[src/rtl/ilk_lane_pkg.sv]
// ilk_lane_pkg: shared Interlaken lane constants, framer states and the 64-bit scrambler step.
package ilk_lane_pkg;
    localparam int POLY_W = 58;
    localparam int WORD_W = 64;
    localparam logic [WORD_W-1:0] DEF_SYNC_WORD = 64'h78f6_78f6_78f6_78f6;
    localparam logic [5:0] DEF_STATE_TAG = 6'b001010;
    localparam logic [5:0] DEF_DIAG_TAG = 6'b011001;

    typedef enum logic [1:0] {SYNC, SSTATE, PAYLOAD, DIAG} mf_state_t;

    // x^58+x^39+1 advanced 64 bits; [63:58] are keystream bits beyond poly, [57:0] the new state
    function automatic logic [WORD_W-1:0] ilk_scr_next(input logic [POLY_W-1:0] poly);
        return {poly, poly[57:52]} ^ {poly[38:0], poly[38:14]} ^ {39'b0, poly[57:39], 6'b0};
    endfunction
endpackage

[src/rtl/ilk_scr_lfsr.sv]
// ilk_scr_lfsr: x^58+x^39+1 scrambler state with lane seed load and 64-bit advance.
module ilk_scr_lfsr
    import ilk_lane_pkg::*;
(
    input  logic              clk,
    input  logic              reset,
    input  logic [3:0]        seed,
    input  logic              adv,
    output logic [POLY_W-1:0] poly,
    output logic [WORD_W-1:0] ks
);
    logic [WORD_W-1:0] nxt;
    assign nxt = ilk_scr_next(poly);
    assign ks = {poly, nxt[WORD_W-1:POLY_W]};
    always_ff @(posedge clk) begin
        if (reset) poly <= {{(POLY_W-4){1'b1}}, seed};
        else if (adv) poly <= nxt[POLY_W-1:0];
    end
endmodule

[src/rtl/ilk_metaframe_scrambler.sv]
// ilk_metaframe_scrambler: Interlaken lane metaframe builder (sync, state, scrambled payload, diag).
// Define ILK_SCR_ERR_INJECT_EN to add err_inject, which flips bit 0 of the next sync word.
module ilk_metaframe_scrambler
    import ilk_lane_pkg::*;
#(
    parameter int                METAFRAME_LEN = 2048,
    parameter logic [WORD_W-1:0] SYNC_WORD     = DEF_SYNC_WORD,
    parameter logic [5:0]        STATE_TAG     = DEF_STATE_TAG,
    parameter logic [5:0]        DIAG_TAG      = DEF_DIAG_TAG
) (
    input  logic              clk,
    input  logic              reset,
    input  logic [3:0]        lane_id,
    input  logic [1:0]        lane_status,
`ifdef ILK_SCR_ERR_INJECT_EN
    input  logic              err_inject,
`endif
    input  logic              in_valid,
    output logic              in_ready,
    input  logic [WORD_W-1:0] in_data,
    input  logic              in_ctl,
    output logic              out_valid,
    input  logic              out_ready,
    output logic [WORD_W-1:0] out_data,
    output logic              out_ctl
);
    localparam int WC_W = $clog2(METAFRAME_LEN);
    localparam logic [WC_W-1:0] WC_LAST = WC_W'(METAFRAME_LEN - 4);

    mf_state_t         state;
    logic [WC_W-1:0]   wc;
    logic [POLY_W-1:0] poly;
    logic [WORD_W-1:0] ks, sync_word;
    logic              load, take, adv;

    assign load = !out_valid | out_ready;
    assign in_ready = !reset & load & (state == PAYLOAD);
    assign take = in_ready & in_valid;
    assign adv = take | (!reset & load & (state == DIAG));

    ilk_scr_lfsr u_lfsr (
        .clk   (clk),
        .reset (reset),
        .seed  (lane_id),
        .adv   (adv),
        .poly  (poly),
        .ks    (ks)
    );

`ifdef ILK_SCR_ERR_INJECT_EN
    logic err_arm;
    always_ff @(posedge clk) begin
        if (reset) err_arm <= 1'b0;
        else err_arm <= (err_arm & !(load & (state == SYNC))) | err_inject;
    end
    assign sync_word = SYNC_WORD ^ {{(WORD_W-1){1'b0}}, err_arm};
`else
    assign sync_word = SYNC_WORD;
`endif

    always_ff @(posedge clk) begin
        if (reset) begin
            state <= SYNC;
            wc <= '0;
            out_valid <= 1'b0;
            out_data <= '0;
            out_ctl <= 1'b0;
        end else if (load) begin
            case (state)
                SYNC: begin
                    out_valid <= 1'b1;
                    out_data <= sync_word;
                    out_ctl <= 1'b1;
                    state <= SSTATE;
                end
                SSTATE: begin
                    out_valid <= 1'b1;
                    out_data <= {STATE_TAG, poly};
                    out_ctl <= 1'b1;
                    wc <= '0;
                    state <= PAYLOAD;
                end
                PAYLOAD: begin
                    out_valid <= in_valid;
                    if (in_valid) begin
                        out_data <= in_data ^ ks;
                        out_ctl <= in_ctl;
                        wc <= wc + 1'b1;
                        if (wc == WC_LAST) state <= DIAG;
                    end
                end
                DIAG: begin
                    out_valid <= 1'b1;
                    out_data <= {DIAG_TAG, 56'h0, lane_status} ^ ks;
                    out_ctl <= 1'b1;
                    wc <= '0;
                    state <= SYNC;
                end
                default: state <= SYNC;
            endcase
        end
    end
endmodule

[config.mk]
export PLATFORM = sky130hd
export DESIGN_NAME = ilk_metaframe_scrambler
export DESIGN_NICKNAME = d
export VERILOG_FILES = /design/src/rtl/ilk_lane_pkg.sv /design/src/rtl/ilk_scr_lfsr.sv /design/src/rtl/ilk_metaframe_scrambler.sv
export SDC_FILE = /design/constraint.sdc
export NUM_CORES = 1
export LEC_CHECK = 0
export CAP_MARGIN = 5
export CORE_MARGIN = 5
export CORE_UTILIZATION = 50
export DETAILED_ROUTE_END_ITERATION = 10
export PLACE_DENSITY = 0.77
export SLEW_MARGIN = 20
export SYNTH_ARGS = -nofsm -noshare
export SYNTH_HDL_FRONTEND = slang
export SYNTH_SLANG_ARGS = --single-unit
[constraint.sdc]
create_clock -name clk -period 2.71 [get_ports clk]
set_input_delay 0.542 -clock clk [delete_from_list [all_inputs] [get_ports clk]]
set_output_delay 0.542 -clock clk [all_outputs]
set_load 0.02 [all_outputs]
==> results of run 1 <==
[worst min-delay path: stages (launching register included)]
cell and delay (ns):
dfxtp_1 0.30, nand2_1 0.05, a21oi_1 0.05
[layout make-up]
type                            instances  area, sq um  share of cell area [%]
Multi-Input combinational cell        724         4210                    44.5
Sequential cell                       137         2780                    29.4
Inverter                                8         30.0                   0.317
Tap cell                              184          230                    2.43
Clock buffer                           21          482                    5.09
Clock inverter                         11          168                    1.77
Timing Repair Buffer                  157         1570                    16.5
[cell families (layout without fill, tap and decap cells)]
logic type | after synthesis | after routing | share of synthesized area [%]
AND/OR/NAND/NOR | 338 | 338 | 21.4
XOR/XNOR | 74 | 74 | 8.77
flip-flops | 137 | 137 | 37.6
multiplexers | 1 | 1 | 0.135
adder cells (fa/ha/maj) | 7 | 7 | 1.18
buffers and inverters | 96 | 197 | 5.74
AO/OA/AOI/OAI | 304 | 304 | 25.1
[power groups by stage]
stage / combinational [W] / clock, W / sequential [W]
floorplan: 0.00228 / 0 / 0.00322
global placement: 0.00368 / 0 / 0.00310
detailed placement: 0.00374 / 0 / 0.00312
CTS: 0.00377 / 0.00256 / 0.00308
global route: 0.00412 / 0.00265 / 0.00314
finish: 0.00380 / 0.00254 / 0.00309
[layout by cell type (no fill, tap or decap), drive strengths merged, types with 17 or more instances in the layout]
master	netlist	routed
clkdlybuf4s50	0	140
nor2	140	140
dfxtp	133	133
o21ai	100	100
a21oi	91	91
nand2	75	75
nor2b	52	52
xor2	44	44
a311oi	32	32
xnor2	30	30
a221oi	26	26
nand2b	25	25
clkbuf	60	21
a31oi	17	17
buf	28	17
[routing by layer]
layer	global-route usage, %	routed length (um)	share of wire (%)	up-vias
met5	0	0	0	-
met3	4.74	1720	7.5	30
met4	8.06	374	1.6	0
met2	41.8	11200	48	297
met1	33.3	9770	42	3512
li1	-	-	-	3523
[flip-flops by register name, summed over array words and instances, names as in the netlist]
register / count
state: 2
out_data: 64
out_valid: 1
u_lfsr.poly: 58
wc: 11
out_ctl: 1
[worst paths after layout]
kind | cells past startpoint | end | slack [ns]
min reg2reg | 2 | out_data[19]$_SDFFE_PP0P_ | 0.45
max reg2reg | 6 | wc[6]$_SDFFE_PP0P_ | 0.45
max | 3 | in_ready | 0.15
min | 2 | out_data[19]$_SDFFE_PP0P_ | 0.45
[per-stage QoR]
step | power [W] | setup WS, ns | util [%] | instance area [sq um] | std cells
floorplan | 0.00551 | 0.635 | - | 7390 | 957
global placement | 0.00678 | 0.289 | 60.7 | 8820 | 1210
detailed placement | 0.00685 | 0.282 | 60.7 | 8820 | 1210
CTS | 0.00941 | 0.152 | 65.2 | 9470 | 1242
global route | 0.00991 | 0.0918 | 65.2 | 9470 | 1242
finish | 0.00943 | 0.154 | 65.2 | 9470 | 1242
==> results.cfg, run 1 <==
[setup_path]
critical-path-max-stage-delay_ns = 0.60
cpMaxStageDelayCell = clkdlybuf4s50_1
critPathArrivalTime_ns = 2.01
start_kind = register
path_delay_family = buffers and inverters
crit_path_end_kind = output port
crit_chain = ha_4, and3_1, clkdlybuf4s50_1
crit_buf_inv = 1
critPathKind = register to output port
startpoint = state[1]$_SDFFE_PP0P_
r2r_start = state[1]$_SDFFE_PP0P_
crit_fanout = 17
cp_data_required_time_ns = 2.17

[floorplanning]
rows = 44
die_area_sq_um = 17300
coreArea_sq_um = 14500
start_util_pct = 50.9
die_y_um = 132
design.portCount = 142
die_w_um = 132

[synthesis]
synthTopCellsByCount = 140 x nor2_1, 133 x dfxtp_1, 91 x a21oi_1
syn_area_sq_um = 7390
yosysSeqAreaShare_pct = 37.6
yosys_warnings = 0
syn-instance-count = 957
avgSynthCellArea_sq_um = 7.73
synth_flop_cell = dfxtp_1
synth_top_area_share_pct = 36.0
yosys-top-cells-area = dfxtp_1 36%, nor2_1 7.1%, a21oi_1 6.2%
yosysMostFrequentCell = nor2_1
synth_edf_count = 4
syn_nets = 1039
synth_seq_cells = 137
synth_top_area_cell = dfxtp_1
yosys.cell_types.count = 45
synthArstFlopShare_pct = 0

[placement]
routabilityCongestion = 0.828
dp_hpwl_mm = 15.9
port_buffers = 141

[min_path]
min_path_type = register to register
min_from = out_data[19]$_SDFFE_PP0P_

[grt]
grt_max_degree = 81
antenna_found_initial = 0
grt.overflow.total = 0
grt_pass1_vias = 6530
grt_pass1_wl_mm = 35.5
track_usage_pct = 25.2

[clock_tree]
cts_inserted_buffers = 17
cts_resized = 0
cts.sinks = 137
ctsLongestPathBuffers = 2
htree_levels = 4
cts-root-buf = clkbuf_16
cts_tree = yes
path_clk_slew_ns = 0.06
clock_latency_ns = 0.43
cts_setup_buffers = 0
cts_hold_buf = 0

[timing]
holdWs_ns = 0.448
tns_ns = 0
worst-slew-pin-transition_ns = 0.749
final-hold-violation-count = 0
slew_viol_final = 0
fmax_ghz = 0.391
min_period_ns = 2.56
rsz0062_at_grt = no
skew_ns = 0.00858
setup-violations-final = 0
relSlewSlack_pct = 50.0
fin_crit_sh_pct = 94.3

[power]
p_comb_share_pct = 40.2
p_per_area_nw_per_um2 = 996
p_seq_share_pct = 32.8
ir_worst_vdd_uv = 524
p_leak_nw = 3.28
clkPwrFrac_pct = 27.0
p_sw_share_pct = 38.0
p_switching_w = 0.00358
p_int_w = 0.00585

[cells_and_area]
drive_gt1_share_pct = 5.20
n_antenna_cell = 0
final_nets = 1127
nFillCells = 1237
syn_to_final_growth_pct = 28.1

[detailed_routing]
dr.pass1.iters = 6
routed_wl_mm = 23.0
first_iter_violations = 955
drt-vias-per-instance = 5.93
routedWlPerCell_um = 18.5
vias = 7362
drtAntennaViolNets = 0
drcViolationCount = 0

[run]
cap_violations = 0

[run_status]
outcome = finished clean
No activity file was read; power rests on OpenSTA's default activity.
==> inputs of run 2 (changes only) <==
GPL_ROUTABILITY_DRIVEN = 0   (was not set)
==> results of run 2 <==
No change in the layout: final DEF, timing and power equal those of run 1.
==> inputs of run 3 (changes only) <==
CAP_MARGIN = not set   (was 5)
==> results of run 3 <==
No change in the layout: final DEF, timing and power equal those of run 1.
